### config.mk
export PLATFORM = sky130hd
export DESIGN_NAME = pong_game_ctrl
export DESIGN_NICKNAME = d
export VERILOG_FILES = /design/src/rtl/pong_game_ctrl.sv
export SDC_FILE = /design/constraint.sdc
export NUM_CORES = 1
export LEC_CHECK = 0
export CELL_PAD_IN_SITES_DETAIL_PLACEMENT = 1
export CELL_PAD_IN_SITES_GLOBAL_PLACEMENT = 1
export CORE_ASPECT_RATIO = 2
export CORE_UTILIZATION = 46
export DETAILED_ROUTE_END_ITERATION = 16
export PLACE_DENSITY_LB_ADDON = 0.15
export SLEW_MARGIN = 20
export SYNTH_ARGS = -nofsm -noshare
export SYNTH_HDL_FRONTEND = slang
export SYNTH_SLANG_ARGS = --single-unit
### constraint.sdc
create_clock -name pix_clk -period 8 [get_ports pix_clk]
set_input_delay 0.8 -clock pix_clk [delete_from_list [all_inputs] [get_ports pix_clk]]
set_output_delay 0.8 -clock pix_clk [all_outputs]
set_load 0.005 [all_outputs]
### src/rtl/pong_game_ctrl.sv
// Per-frame pong game-state scheduler: on the start of vertical blanking it steps paddles,
// moves the ball and resolves hits/misses/scores so render only ever sees frame-stable values.
module pong_game_ctrl #(
  parameter int CORDW     = 10,
  parameter int H_RES     = 640,
  parameter int V_RES     = 480,
  parameter int BALL_SIZE = 8,
  parameter int BALL_SPD  = 2,
  parameter int PAD_W     = 8,
  parameter int PAD_H     = 48,
  parameter int PAD_SPD   = 4,
  parameter int PAD_X_L   = 32,
  parameter int PAD_X_R   = 600
) (
  input  logic             pix_clk,
  input  logic             rst_pix,
  input  logic [CORDW-1:0] sx,
  input  logic [CORDW-1:0] sy,
  input  logic             btn_up_l,
  input  logic             btn_dn_l,
  input  logic             btn_up_r,
  input  logic             btn_dn_r,
  input  logic             serve,
  output logic [CORDW-1:0] ball_x,
  output logic [CORDW-1:0] ball_y,
  output logic [CORDW-1:0] pad_l_y,
  output logic [CORDW-1:0] pad_r_y,
  output logic [3:0]       score_l,
  output logic [3:0]       score_r,
  output logic             frame_tick,
  output logic             busy
);

  // One extra bit of headroom so sums like y+size+speed never wrap in comparisons.
  localparam int W = CORDW + 1;

  localparam logic [W-1:0] C_BX0   = W'((H_RES - BALL_SIZE) / 2);
  localparam logic [W-1:0] C_BY0   = W'((V_RES - BALL_SIZE) / 2);
  localparam logic [W-1:0] C_PY0   = W'((V_RES - PAD_H) / 2);
  localparam logic [W-1:0] C_HRES  = W'(H_RES);
  localparam logic [W-1:0] C_VRES  = W'(V_RES);
  localparam logic [W-1:0] C_BSZ   = W'(BALL_SIZE);
  localparam logic [W-1:0] C_BSPD  = W'(BALL_SPD);
  localparam logic [W-1:0] C_PW    = W'(PAD_W);
  localparam logic [W-1:0] C_PH    = W'(PAD_H);
  localparam logic [W-1:0] C_PSPD  = W'(PAD_SPD);
  localparam logic [W-1:0] C_PXL   = W'(PAD_X_L);
  localparam logic [W-1:0] C_PXR   = W'(PAD_X_R);

  typedef enum logic [2:0] {
    S_READY, S_WAIT, S_PADDLE, S_BALL, S_HIT, S_SCORE
  } state_t;

  state_t         r_state, w_state_nxt;
  logic [W-1:0]   r_ball_x, r_ball_y, r_pad_l, r_pad_r;
  logic [W-1:0]   w_ball_x_nxt, w_ball_y_nxt, w_pad_l_nxt, w_pad_r_nxt;
  logic           r_dx_left, r_dy_up, r_play, r_tick;
  logic           w_dx_left_nxt, w_dy_up_nxt, w_play_nxt;
  logic [3:0]     r_score_l, r_score_r, w_score_l_nxt, w_score_r_nxt;
  logic           w_hit_l, w_hit_r, w_miss_l, w_miss_r;

  function automatic logic [W-1:0] pad_step(input logic [W-1:0] y, input logic up, input logic dn);
    pad_step = y;
    if (up && !dn)
      pad_step = (y >= C_PSPD) ? y - C_PSPD : '0;
    else if (dn && !up)
      pad_step = (y + C_PH + C_PSPD <= C_VRES) ? y + C_PSPD : C_VRES - C_PH;
  endfunction

  assign w_hit_l  = r_dx_left && (r_ball_x <= C_PXL + C_PW) && (r_ball_x + C_BSZ > C_PXL) &&
                    (r_ball_y + C_BSZ > r_pad_l) && (r_ball_y < r_pad_l + C_PH);
  assign w_hit_r  = !r_dx_left && (r_ball_x + C_BSZ >= C_PXR) && (r_ball_x < C_PXR + C_PW) &&
                    (r_ball_y + C_BSZ > r_pad_r) && (r_ball_y < r_pad_r + C_PH);
  assign w_miss_l = r_dx_left && (r_ball_x < C_BSPD);
  assign w_miss_r = !r_dx_left && (r_ball_x + C_BSZ + C_BSPD > C_HRES);

  always_comb begin
    w_state_nxt   = r_state;
    w_ball_x_nxt  = r_ball_x;
    w_ball_y_nxt  = r_ball_y;
    w_pad_l_nxt   = r_pad_l;
    w_pad_r_nxt   = r_pad_r;
    w_dx_left_nxt = r_dx_left;
    w_dy_up_nxt   = r_dy_up;
    w_play_nxt    = r_play;
    w_score_l_nxt = r_score_l;
    w_score_r_nxt = r_score_r;
    case (r_state)
      S_READY: begin
        if (r_tick) begin
          w_state_nxt = S_PADDLE;
          w_play_nxt  = serve;
        end
      end
      S_WAIT: begin
        if (r_tick) w_state_nxt = S_PADDLE;
      end
      S_PADDLE: begin
        w_pad_l_nxt = pad_step(r_pad_l, btn_up_l, btn_dn_l);
        w_pad_r_nxt = pad_step(r_pad_r, btn_up_r, btn_dn_r);
        w_state_nxt = r_play ? S_BALL : S_READY;
      end
      S_BALL: begin
        // Left step clamps at 0; the miss check in HIT then sees x < speed.
        if (r_dx_left) w_ball_x_nxt = (r_ball_x >= C_BSPD) ? r_ball_x - C_BSPD : '0;
        else           w_ball_x_nxt = r_ball_x + C_BSPD;
        if (r_dy_up) begin
          if (r_ball_y < C_BSPD) begin
            w_ball_y_nxt = '0;
            w_dy_up_nxt  = 1'b0;
          end else begin
            w_ball_y_nxt = r_ball_y - C_BSPD;
          end
        end else begin
          if (r_ball_y + C_BSZ + C_BSPD > C_VRES) begin
            w_ball_y_nxt = C_VRES - C_BSZ;
            w_dy_up_nxt  = 1'b1;
          end else begin
            w_ball_y_nxt = r_ball_y + C_BSPD;
          end
        end
        w_state_nxt = S_HIT;
      end
      S_HIT: begin
        w_state_nxt = S_WAIT;
        if (w_hit_l) begin
          w_ball_x_nxt  = C_PXL + C_PW;
          w_dx_left_nxt = 1'b0;
        end else if (w_hit_r) begin
          w_ball_x_nxt  = C_PXR - C_BSZ;
          w_dx_left_nxt = 1'b1;
        end else if (w_miss_l || w_miss_r) begin
          w_state_nxt = S_SCORE;
        end
      end
      S_SCORE: begin
        // dx is unchanged since HIT, so it still tells which side missed.
        if (r_dx_left) begin
          w_score_r_nxt = (r_score_r == 4'd9) ? 4'd9 : r_score_r + 4'd1;
          w_dx_left_nxt = 1'b0;
        end else begin
          w_score_l_nxt = (r_score_l == 4'd9) ? 4'd9 : r_score_l + 4'd1;
          w_dx_left_nxt = 1'b1;
        end
        w_ball_x_nxt = C_BX0;
        w_ball_y_nxt = C_BY0;
        w_play_nxt   = 1'b0;
        w_state_nxt  = S_READY;
      end
      default: w_state_nxt = S_READY;
    endcase
  end

  always_ff @(posedge pix_clk) begin
    if (rst_pix) begin
      r_state   <= S_READY;
      r_ball_x  <= C_BX0;
      r_ball_y  <= C_BY0;
      r_pad_l   <= C_PY0;
      r_pad_r   <= C_PY0;
      r_dx_left <= 1'b0;
      r_dy_up   <= 1'b0;
      r_play    <= 1'b0;
      r_score_l <= 4'd0;
      r_score_r <= 4'd0;
      r_tick    <= 1'b0;
    end else begin
      r_state   <= w_state_nxt;
      r_ball_x  <= w_ball_x_nxt;
      r_ball_y  <= w_ball_y_nxt;
      r_pad_l   <= w_pad_l_nxt;
      r_pad_r   <= w_pad_r_nxt;
      r_dx_left <= w_dx_left_nxt;
      r_dy_up   <= w_dy_up_nxt;
      r_play    <= w_play_nxt;
      r_score_l <= w_score_l_nxt;
      r_score_r <= w_score_r_nxt;
      r_tick    <= (sx == '0) && (sy == CORDW'(V_RES));
    end
  end

  assign ball_x     = r_ball_x[CORDW-1:0];
  assign ball_y     = r_ball_y[CORDW-1:0];
  assign pad_l_y    = r_pad_l[CORDW-1:0];
  assign pad_r_y    = r_pad_r[CORDW-1:0];
  assign score_l    = r_score_l;
  assign score_r    = r_score_r;
  assign frame_tick = r_tick;
  assign busy       = (r_state == S_PADDLE) || (r_state == S_BALL) ||
                      (r_state == S_HIT) || (r_state == S_SCORE);

endmodule

Yosys cells after proc, flatten, opt, wreduce, memory -nomap -nowiden
Cells that the tools add are included.
- output and inout port bits: 50
- bits in registers: 59
- word-level logic and storage cells: 132
- input bits: 27
- eq/ne operators: 11
- add/sub/neg operators: 18
- order comparisons: 17
- bitwise operators: 1
- muxes and demuxes: 34
- reductions and logical operators: 40
- operators by type and width (cell ; number):
    $mux 11 ; 15
    $add 11x2->11 const B ; 4
    $add 11x3->11 const B ; 4
    $pmux 11 s3 ; 1
    $add 11x4->11 const B ; 2
    $add 11x6->11 const B ; 2
    $ge 11x3->1 const B ; 2
    $gt 11x11->1 ; 2
    $le 11x9->1 const B ; 2
    $lt 11x11->1 ; 2
    $lt 11x2->1 const B ; 2
    $pmux 11 s2 ; 1
    $sub 11x2->11 const B ; 2
    $sub 11x3->11 const B ; 2
    $logic_and 1x1->1 ; 15
    $reduce_and 2->1 ; 7
    $mux 3 ; 4
    $pmux 3 s4 ; 1
    $ge 11x10->1 const B ; 1
    $ge 11x2->1 const B ; 1
    $gt 11x10->1 const B ; 1
    $gt 11x6->1 const B ; 1
    $gt 11x9->1 const B ; 1
    $le 11x6->1 const B ; 1
    other kinds (22) ; 45

Logic depth before layout (Yosys ltp)
Gate-level depths: netlist of run 1.
- depth after elaboration: 9
- depth in mapped cells: 14
- gate-level depth less buffers: 12

Worst setup path after synthesis of run 1
OpenSTA, ideal clock, no wires.
- kind: register -> register
- start: reg r_pad_r[4]
- end: reg r_ball_x[1]
- arrival: 3332 ps
- path slack: 4547 ps
- library setup time: 121 ps
- cell stages (with the launch flop): 15
- buffers on the path: 2
- path through: dfxtp_1 -> clkbuf_1 -> inv_1 -> ha_1 -> buf_2 -> nor3_1 -> xnor2_1 -> ha_1 -> or3_2 -> a221oi_1 -> o21ai_0 -> a221oi_1 -> a22o_4 -> a21oi_4 -> mux2_4
- cells in the longest elaborated chain, start to end: 5
- ends and longest elaborated chain (element ; RTL line ; text):
    start: declaration ; 55 ; logic [W-1:0] r_ball_x, r_ball_y, r_pad_l, r_pad_r;
    start signal: assignment ; 172 ; r_pad_r <= w_pad_r_nxt;
    $add 11x6->11 / $gt 11x11->1 (equally long branches) ; 73 ; (r_ball_y + C_BSZ > r_pad_r) && (r_ball_y < r_pad_r + C_PH);
    $lt 11x11->1 / $logic_and 1x1->1 (equally long branches) ; 73, 72 ;
    $logic_and 1x1->1 (*) ; 73 ;
    $ne 3x3->1 (no source line) (*) ; n/a ;
    $reduce_and 2->1 (no source line) (*) ; n/a ;
    end signal: assignment ; 169 ; r_ball_x <= w_ball_x_nxt;
    end: declaration ; 55 ;
Mark *: on every way between the ends. The rest lies on a longest branch, timed or not.
A chain may end at the register's enable or synchronous reset.

Final worst setup path of run 1
Ends and elaborated chain as after synthesis.

==> results of run 1 <==
[synthesized netlist by cell type (all sizes together), types with 6 or more instances]
| cell type | number |
|---|---|
| nor2 | 65 |
| ha | 63 |
| nand2 | 61 |
| a21oi | 56 |
| buf | 56 |
| dfxtp | 53 |
| inv | 42 |
| o21ai | 35 |
| clkbuf | 33 |
| nand3 | 33 |
| nor3 | 29 |
| xnor2 | 24 |
| a211oi | 20 |
| nand4 | 17 |
| a31oi | 16 |
| a21o | 15 |
| o211ai | 14 |
| or3 | 13 |
| xor2 | 12 |
| nor4 | 11 |
| nand2b | 10 |
| a2111oi | 9 |
| and2 | 9 |
| and3 | 8 |
| nor2b | 8 |
| o21a | 7 |
| o22ai | 7 |
| a211o | 6 |
| a221oi | 6 |
| nand3b | 6 |
| o41ai | 6 |
| or2 | 6 |
[per-layer routing]
| metal | share of wire, % | GRT usage (%) | vias up | wire (um) |
|---|---|---|---|---|
| li1 | - | - | 3148 | - |
| met2 | 56 | 63.69 | 202 | 13120 |
| met1 | 35 | 31.51 | 3375 | 8183 |
| met3 | 3.1 | 3.315 | 94 | 717 |
| met4 | 6.1 | 21.01 | 2 | 1433 |
| met5 | 0.055 | 0 | - | 13 |
[flip-flops by register name (all words and copies together) (netlist names), 3 cells and up]
| register | flops |
|---|---|
| r_pad_l | 9 |
| r_ball_y | 10 |
| r_pad_r | 9 |
| score_l | 4 |
| score_r | 4 |
| r_ball_x | 10 |
| r_state | 3 |
[metrics by stage]
step | power [uW] | util [%] | instance area (um2)
3_3_place_gp | 407.6 | 50.17 | 6779
2_1_floorplan | 374.2 | - | 6426
4_1_cts | 651.0 | 51.25 | 6925
5_1_grt | 673.4 | 51.29 | 6930
3_5_place_dp | 415.4 | 50.17 | 6779
6_report | 650.0 | 51.29 | 6930
[cell usage in the layout, fill, tap and decap left out, types with 14 or more instances in the layout]
cell / instances
nand2_1: 61
a211oi_1: 19
clkdlybuf4s50_1: 69
ha_1: 63
nand4_1: 17
o21ai_0: 35
xnor2_1: 24
dfxtp_1: 53
a31oi_1: 16
o211ai_1: 14
nor3_1: 27
inv_1: 42
nand3_1: 33
a21oi_1: 55
nor2_1: 65
[path summary, 6_finish.rpt]
check                           cells after the start  slack (ns)           to  startpoint
worst max-delay path                               12        4.07  r_ball_x[1]  r_pad_r[4]
worst min-delay path                                2        0.53   r_state[1]  frame_tick
worst max register to register                     12        4.07  r_ball_x[1]  r_pad_r[4]
worst min register to register                      2        0.53   r_state[1]  frame_tick
[power groups by stage]
stage / clock network, uW / logic, uW / registers [uW]
2_1_floorplan: 0 / 94.9 / 279
3_3_place_gp: 0 / 117 / 291
3_5_place_dp: 0 / 123 / 292
4_1_cts: 241 / 124 / 286
5_1_grt: 251 / 135 / 288
6_report: 238 / 125 / 287
[critical path, stage by stage, from the launching register on]
cell      delay [ns]
dfxtp_1         0.65
inv_1           0.21
ha_1            0.38
nor3_1          0.28
xnor2_1         0.14
ha_1            0.19
or3_2           0.41
a221oi_1        0.25
o21ai_0         0.15
a221oi_1        0.44
a22o_4          0.30
a21oi_4         0.10
mux2_4          0.32
[cells by family (layout without fill, tap and decap cells)]
family | count (synthesis) | after routing | synth area share [%]
AND/OR/NAND/NOR | 297 | 297 | 23.84
AO/OA/AOI/OAI | 261 | 261 | 29.21
buffers and inverters | 133 | 124 | 11.19
adder cells (fa/ha/maj) | 63 | 63 | 12.30
flip-flops | 53 | 53 | 16.56
XOR/XNOR | 38 | 38 | 5.624
multiplexers | 7 | 7 | 1.211
other | 1 | 6 | 0.05853
[layout make-up]
cell class	count	area (um2)
clock inverter	3	21.27
fill	1726	6583
tap	155	193.9
inverter	44	165.2
sequential	53	1061
multi-input combinational	672	4653
clock buffer	5	125.1
timing repair buffer	72	710.7
==> results.md, run 1 <==
- Worst-margin pin slew: 1.154 ns
- Final setup viols: 0
- Tcrit/Tclk final: 49.13%
- CTS Buf Count: 5
- Clock skew: 0.009608 ns
- CTS tree: done
- Clock sinks: 53
- # hold bufs at CTS: 0
- Final slew viol count: 0
- Total grt overflow: 0
- Postcts setup bufs: 0
- # port buffers: 70
- Hold crit path type: reg -> reg
- IO Count: 77
- Vias/cell: 6.794
- H-tree depth: 2
- Synthesized area per cell: 7.512 um2
- Die width: 85.46 um
- Post-cts resize count: 0
- Placed Cells incl. Taps: 996
- Initial antenna violation count: 1
- Cell internal pwr: 439.7 uW
- Synth top area share: 16.56%
- First-pass GRT wire length: 37310 um
- Final wirelength: 23460 um
- RD Place Congestion: 0.9240
- Post-synth ARST share: 0%
- Clock transition at path regs: 0.08 ns
- Initial drt markers: 286
- Die height: 168.9 um
- MaxCap Viol Count: 0
- Total Routing Usage GR: 32.67%
- TNS Setup: 0 ns
- Clock buffer depth: 2
- Area growth from synthesis to layout: 8.163%
- Post-Synthesis Cells: 853
- FMAX: 254.4 MHz
- Final hold violation count: 0
- # rows: 60
- Worst skew pair latency: 0.31 ns
- Sw power: 210.3 uW
- Switching share of power: 32.35%
- Top_reg_cell synth: dfxtp_1
- Post-synth EDFFs: 0
- PnR worst setup slack: 4.070 ns
- Tmin final: 3.930 ns
- RSZ-0062 raised after global routing: no
- Area contributors post-synth: dfxtp_1 17%, ha_1 12%, buf_4 4.7%
- Post-route DRC violation count: 0
- DR vias: 6821
- Area leader, netlist: dfxtp_1
- Power density cells: 93.79 mW/mm2
- Leakage: 0.002560 uW
- Synthesis-stage register bit count: 53
- Slew margin rel.: 22.45%
- Placement Setup Slack: 4.123 ns
- Initial core utilization: 47.42%
- Final #Nets: 938
- CP arrival: 4.14 ns
- Layout cells sized above 1: 5.300%
- Initial DRT Pass Iterations: 5
- Crit path max fanout: 17
- Wire per inst: 23.37 um
- Run status: finished clean
- Hold_ws: 0.5297 ns
- Mapped cell area: 0.006407 mm2
- Vias in the first global route: 7221
- Setup CP Type: reg -> reg
- Synth Warn #: 0
- Root Driver: clkbuf_16
- Pin count of the biggest net entering global routing: 56
- CP required: 8.21 ns
- Antenna Violating Nets Remaining: 0
- Crit path launch type: register
- Combinational share of power: 19.3%
- N_diodes: 0
- Die area: 0.01443 mm2
- Setup crit end kind: register
- Fin cells: 1004
- Final HPWL DP: 18330 um
- Placeable Area: 0.01351 mm2
- Peak supply drop: 0.00008315 V
- Yosys cell types: 91
- Clk pwr share: 36.6%
- Post-synthesis sequential area ratio: 16.56%
- Power share of the sequential group: 44.1%
(Power assumes the default switching activity.)
==> run 2: changes to the inputs <==
Settings changed: CORE_UTILIZATION 46 to 38.
Clock period 8 ns to 3.2 ns, I/O delays scaled along.
==> run 2 against run 1 <==
  * Utilization fell by 5.2 points
  * Wire length rose by 7.4%
  * Sequential share of layout area fell by 1.2 points
  * Register-to-register slack worse by 3.9 ns
  * Die area up 21%
  * Combinational power grew to 2.9 times the previous value
  * Via count up 2.8%
  * Count of clock-buffer cells in the layout is 1 higher
  * Worst hold slack got worse by 0.086 ns
  * Clock skew shrank 0.0033 ns
  * Largest power group unchanged
==> results.md, run 2 (synthesized netlist as in run 1, its figures left out) <==
- Leakage: 0.002874 uW (was 0.002560 uW)
- Final setup viols: 0 (unchanged)
- RSZ-0062 raised after global routing: no (unchanged)
- Final HPWL DP: 20500 um (was 18330 um)
- # hold bufs at CTS: 0 (unchanged)
- Fillers: 2079 (was 1726)
- CP arrival: 3.26 ns (was 4.14 ns)
- CTS tree: done (unchanged)
- Initial antenna violation count: 0 (was 1)
- Biggest regs: r_ball_x: 10 flops, r_ball_y: 10 flops (unchanged)
- Tcrit/Tclk final: 95.19% (was 49.13%)
- FMAX: 328.3 MHz (was 254.4 MHz)
- IO Count: 77 (unchanged)
- Initial core utilization: 39.19% (was 47.42%)
- Placeable Area: 0.01635 mm2 (was 0.01351 mm2)
- Peak supply drop: 0.0002402 V (was 0.00008315 V)
- First-pass GRT wire length: 39720 um (was 37310 um)
- Setup CP Type: reg -> reg (unchanged)
- Worst path slowest cell: dfxtp_1 (unchanged)
- Initial DRT Pass Iterations: 4 (was 5)
- Total Routing Usage GR: 29.73% (was 32.67%)
- RD Place Congestion: 0.9289 (was 0.9240)
- Slew margin rel.: 48.77% (was 22.45%)
- Total grt overflow: 0 (unchanged)
- Final wirelength: 25190 um (was 23460 um)
- Area growth from synthesis to layout: 17.73% (was 8.163%)
- Cells along the critical path: nand4_1 > nor2_1 > xnor2_1 > ha_1 > a2111o_1 > a2111oi_2 > o311a_2 > a22o_4 > a21oi_4 > mux2_4 (was inv_1 > ha_1 > nor3_1 > xnor2_1 > ha_1 > or3_2 > a221oi_1 > o21ai_0 > a221oi_1 > a22o_4 > a21oi_4 > mux2_4)
- Clock buffer depth: 2 (unchanged)
- N_diodes: 0 (unchanged)
- Power density cells: 219.9 mW/mm2 (was 93.79 mW/mm2)
- Antenna Violating Nets Remaining: 0 (unchanged)
- Clock sinks: 53 (unchanged)
- Tmin final: 3.046 ns (was 3.930 ns)
- Root Driver: clkbuf_16 (unchanged)
- # port buffers: 70 (unchanged)
- Final slew viol count: 0 (unchanged)
- CP required: 3.41 ns (was 8.21 ns)
- Initial drt markers: 316 (was 286)
- Vias in the first global route: 7424 (was 7221)
- Buf/Inv on CP: 0 (was 1)
- DR vias: 7010 (was 6821)
- Worst skew pair latency: 0.31 ns (about the same)
- H-tree depth: 2 (unchanged)
- Die width: 93.82 um (was 85.46 um)
- Post-route DRC violation count: 0 (unchanged)
- Most common cell after layout, fill and taps aside: clkdlybuf4s50_1 (unchanged)
- Crit path launch type: register (unchanged)
- Hold crit path type: in -> reg (was reg -> reg)
- # rows: 66 (was 60)
- Die area: 0.01742 mm2 (was 0.01443 mm2)
- Run status: finished clean (unchanged)
- Vias/cell: 6.270 (was 6.794)
- Die height: 185.6 um (was 168.9 um)
- Wire per inst: 22.53 um (was 23.37 um)
- Final hold violation count: 0 (unchanged)
- Most frequent cells in the layout: 69 x clkdlybuf4s50_1, 67 x buf_4, 64 x nor2_1, 61 x ha_1, 60 x nand2_1 (was 69 x clkdlybuf4s50_1, 65 x nor2_1, 63 x ha_1, 61 x nand2_1, 55 x a21oi_1)
- Pin count of the biggest net entering global routing: 41 (was 56)
- MaxCap Viol Count: 0 (unchanged)
- CP top delay family: compound AO/OA/AOI/OAI gates (unchanged)
- Clock transition at path regs: 0.08 ns (about the same)
- TNS Setup: 0 ns (unchanged)
- Slowest stage delay, CP: 0.45 ns (was 0.65 ns)
- Setup crit end kind: register (unchanged)
- Layout cells sized above 1: 13.46% (was 5.300%)
- CTS Buf Count: 5 (unchanged)
- Crit path max fanout: 8 (was 17)
- Clock skew: 0.006344 ns (was 0.009608 ns)
- Worst-margin pin slew: 0.7626 ns (was 1.154 ns)
- Final design utilization: 46.14% (was 51.29%)
- Final #Nets: 1003 (was 938)
==> run 2: cell types whose count changed in the layout (fill, tap and decap cells not counted), moves of 3 or more <==
cell	delta
buf_4	+65
dfxtp_1	-5
dfxtp_2	+5
xor2_1	-3
xor2_2	+3
==> run 2: final timing paths <==
path                               endpoint       start  slack (ns)  depth (start not counted)
worst max register to register  r_ball_x[1]  r_pad_l[8]        0.15                         10
worst min-delay path             r_pad_l[2]     rst_pix        0.44                          2
worst max-delay path            r_ball_x[1]  r_pad_l[8]        0.15                         10
worst min register to register   r_pad_r[2]  r_pad_r[2]        0.54                          2
==> run 2: layout make-up <==
cell class / count / area, um2 / share of cell area [%]
Multi-Input combinational cell: 672 / 4713 / 62.48
Timing Repair Buffer: 137 / 1199 / 15.89
Sequential cell: 53 / 1067 / 14.15
Tap cell: 204 / 255.2 / 3.384
Inverter: 44 / 165.2 / 2.189
Clock buffer: 6 / 128.9 / 1.708
Clock inverter: 2 / 15.01 / 0.1990
==> run 2: routing by layer <==
layer	up-vias	GRT usage (%)	part of all wire, %
met2	185	58.66	57
met1	3445	27.63	34
met3	108	3.186	2.6
met4	0	19.88	7.1
met5	-	0	0
li1	3272	-	-
==> run 2: report_power, final <==
group | internal (uW) | switching, uW | total (uW) | leakage [uW]
clock network | 293 | 302 | 595 | 0.0000631
registers | 670 | 32.5 | 702 | 0.000426
logic | 162 | 200 | 362 | 0.00238
==> run 2: what timing repair did <==
action                                  in CTS  in global routing
hold endpoints to repair                     0                  0
resized for setup                            0                 18
setup buffers                                0                  1
endpoints found under the setup margin       0                 12
==> run 2: through the flow <==
step | instance area [um2] | cells | hold WS, ns | setup WS, ns | power (uW)
after floorplan | 6444 | 858 | 0.4557 | 0.04251 | 936.6
after global placement | 7330 | 1109 | 0.5045 | 0.1675 | 1062
after detailed placement | 7330 | 1109 | 0.5323 | 0.05900 | 1070
after CTS | 7473 | 1117 | 0.4438 | 0.04318 | 1665
after global routing | 7543 | 1118 | 0.4675 | 0.03549 | 1723
final | 7543 | 1118 | 0.4438 | 0.1540 | 1659
==> run 3: changes to the inputs <==
Settings changed: CORE_UTILIZATION 38 to 42.
Clock period 3.2 ns to 3 ns, I/O delays scaled along.
==> run 3 against run 2 <==
  * The run now ends with negative setup slack left
  * First-iteration DRC count decreased by 0.63%
  * Sequential share of layout area decreased by 0.48 points
  * Worst hold slack improved by 0.045 ns
  * Die area decreased by 9.4%
  * Via count increased by 4.2%
  * Maximum frequency increased by 1.5%
  * Wire length increased by 6.5%
  * Critical path depth increased by 2
  * Power increased by 10%
  * Utilization increased by 6.7 points
  * Register-to-register slack got worse by 0.16 ns
  * Global-route usage increased by 4.5 points
  * Critical path type unchanged
  * Largest power group unchanged
==> results.md, run 3 (synthesized netlist as in run 1, its figures left out) <==
- Layout cells sized above 1: 18.49% (was 13.46%)
- Worst path slowest cell: ha_1 (was dfxtp_1)
- Run status: finished, violations left (was finished clean)
- PnR worst setup slack: -0.002240 ns (was 0.1540 ns)
- Root Driver: clkbuf_16 (unchanged)
- Die width: 89.34 um (was 93.82 um)
- CP arrival: 3.21 ns (was 3.26 ns)
- Vias in the first global route: 7727 (was 7424)
- Worst hold path depth: 4 (was 2)
- Slew margin rel.: 34.56% (was 48.77%)
- Buf/Inv on CP: 1 (was 0)
- Final hold violation count: 0 (unchanged)
- TNS Setup: -0.002240 ns (was 0 ns)
- Post-route DRC violation count: 0 (unchanged)
- Reg2reg start: r_ball_y[3] (was r_pad_l[8])
- Initial core utilization: 43.01% (was 39.19%)
- Fillers: 1833 (was 2079)
- Final setup viols: 1 (was 0)
- Final slew viol count: 0 (unchanged)
- Initial drt markers: 314 (was 316)
- Power, Total: 1827 uW (was 1659 uW)
- Peak supply drop: 0.0003129 V (was 0.0002402 V)
- MaxCap Viol Count: 0 (unchanged)
- Area of the multi-input gates: 0.004933 mm2 (was 0.004713 mm2)
- Sw power: 605.3 uW (was 534.4 uW)
- Initial antenna violation count: 0 (unchanged)
- FMAX: 333.1 MHz (was 328.3 MHz)
- Tcrit/Tclk final: 100.1% (was 95.19%)
- Reg2Reg Setup Slack: -0.002 ns (was 0.15 ns)
- Final wirelength: 26840 um (was 25190 um)
- CP top delay family: simple AND/OR/NAND/NOR gates (was compound AO/OA/AOI/OAI gates)
- Area growth from synthesis to layout: 22.83% (was 17.73%)
- Power density cells: 232.1 mW/mm2 (was 219.9 mW/mm2)
- Worst-margin pin slew: 0.9692 ns (was 0.7626 ns)
- FF+latch area: 0.001076 mm2 (was 0.001067 mm2)
- Power share of the sequential group: 41.1% (was 42.3%)
- # port buffers: 70 (unchanged)
- Initial DRT Pass Iterations: 5 (was 4)
- # hold bufs at CTS: 0 (unchanged)
- Worst r2r path cells: 12 (was 10)
- IO Count: 77 (unchanged)
- Hold crit path type: in -> reg (unchanged)
- Failing checks: negative setup slack
- Pin count of the biggest net entering global routing: 56 (was 41)
- CP required: 3.21 ns (was 3.41 ns)
- Most common cell after layout, fill and taps aside: buf_4 (was clkdlybuf4s50_1)
- Clock transition at path regs: 0.08 ns (about the same)
- Worst Hold Endpoint: r_pad_l[3] (was r_pad_l[2])
- Die height: 176.7 um (was 185.6 um)
- Final Cell Area: 0.007870 mm2 (was 0.007543 mm2)
- CTS Buf Count: 5 (unchanged)
- Leakage: 0.002991 uW (was 0.002874 uW)
- First-pass GRT wire length: 40730 um (was 39720 um)
- Switching share of power: 33.14% (was 32.22%)
- Cell internal pwr: 1221 uW (was 1124 uW)
- CTS tree: done (unchanged)
- RR Endpoint: r_ball_x[1] (unchanged)
- Clock sinks: 53 (unchanged)
- Placeable Area: 0.01490 mm2 (was 0.01635 mm2)
- Setup crit end kind: register (unchanged)
- Setup CP Type: reg -> reg (unchanged)
- Antenna Violating Nets Remaining: 0 (unchanged)
- Placement Cell Area: 0.007400 mm2 (was 0.007330 mm2)
- Most frequent cells in the layout: 75 x buf_4, 69 x clkdlybuf4s50_1, 62 x nor2_1, 59 x nand2_1, 58 x ha_1 (was 69 x clkdlybuf4s50_1, 67 x buf_4, 64 x nor2_1, 61 x ha_1, 60 x nand2_1)
- RD Place Congestion: 1.016 (was 0.9289)
- Total grt overflow: 0 (unchanged)
- Hold_sp: rst_pix (unchanged)
- Slowest stage delay, CP: 0.36 ns (was 0.45 ns)
- Crit path launch type: register (unchanged)
- Vias/cell: 6.522 (was 6.270)
- Clock skew: 0.004151 ns (was 0.006344 ns)
- # rows: 63 (was 66)
- Clock buffer depth: 2 (unchanged)
- Biggest regs: r_ball_x: 10 flops, r_ball_y: 10 flops (unchanged)
- Clk pwr share: 35.9% (about the same)
- Total Routing Usage GR: 34.20% (was 29.73%)
- N_diodes: 0 (unchanged)
- Combinational share of power: 23.1% (was 21.8%)
- Worst skew pair latency: 0.31 ns (about the same)
- Die area: 0.01578 mm2 (was 0.01742 mm2)
- Cells along the critical path: buf_6 > nand2_2 > nor3_4 > xnor2_2 > ha_1 > nand4b_1 > nor3_2 > a2111oi_4 > o311a_4 > a22o_4 > a21oi_4 > mux2_4 (was nand4_1 > nor2_1 > xnor2_1 > ha_1 > a2111o_1 > a2111oi_2 > o311a_2 > a22o_4 > a21oi_4 > mux2_4)
- Wire per inst: 23.96 um (was 22.53 um)
- H-tree depth: 2 (unchanged)
- Final HPWL DP: 20620 um (was 20500 um)
- Crit path max fanout: 10 (was 8)
- Final #Nets: 1014 (was 1003)
- Tmin final: 3.002 ns (was 3.046 ns)
- DR vias: 7305 (was 7010)
run 3: cell types whose count changed in the layout (fill, tap and decap cells not counted), sizes merged:
cell / change
clkbuf: -1
clkinvlp: -1
buf: +11
inv: +2
run 3: worst max path at each step:
stage	from	cells after the start	endpoint	slack, ns
4_1_cts	r_ball_y[3]	12	r_ball_x[1]	-0.0003
2_1_floorplan	r_pad_l[4]	13	r_ball_x[1]	0.02
3_3_place_gp	r_ball_y[3]	11	r_ball_y[5]	0.06
3_5_place_dp	r_ball_y[4]	12	r_ball_x[1]	-0.11
6_report	r_ball_y[3]	12	r_ball_x[1]	-0.002
5_1_grt	r_ball_y[3]	12	r_ball_x[1]	-0.07
run 3: cell type report:
class / instances / share of cell area, %
clock buffers: 5 / 1.590
flip-flops and latches: 53 / 13.67
repair buffers: 148 / 16.53
multi-input cells: 672 / 62.69
clock inverters: 3 / 0.3180
inverters: 44 / 2.099
well taps: 195 / 3.100
run 3: repair_timing:
item / CTS / global route
gates cloned: 0 / 0
gates resized for setup: 12 / 46
pin swaps: 3 / 4
endpoints found under the setup margin: 19 / 20
buffers inserted: 4 / 2
run 3: routing by layer:
metal	up-vias	GRT usage (%)	part of all wire (%)
li1	3275	-	-
met5	-	0	0
met4	0	26.46	8.4
met1	3567	31.90	32
met3	149	5.597	4.7
met2	314	63.10	54
run 3: worst min-delay path, stage by stage:
cell and delay (ns):
buf_2 0.10, clkinv_1 0.08, buf_4 0.21, nand3_1 0.08
run 3: stage by stage:
step / cells / util, % / hold WS [ns] / setup WS (ns)
after floorplan: 858 / - / 0.4357 / 0.02330
after global placement: 1106 / 49.67 / 0.5132 / 0.06068
after detailed placement: 1106 / 49.67 / 0.5308 / -0.1097
after CTS: 1118 / 51.27 / 0.4880 / -0.0003064
after global routing: 1120 / 52.83 / 0.5214 / -0.07320
final: 1120 / 52.83 / 0.4888 / -0.002240
run 3: power groups by stage:
stage               Sequential (uW)  Clock, uW  Combinational, uW
detailed placement              761          0                382
finish                          750        655                421
global route                    751        679                450
global placement                760          0                366
CTS                             745        657                392
floorplan                       743          0                254
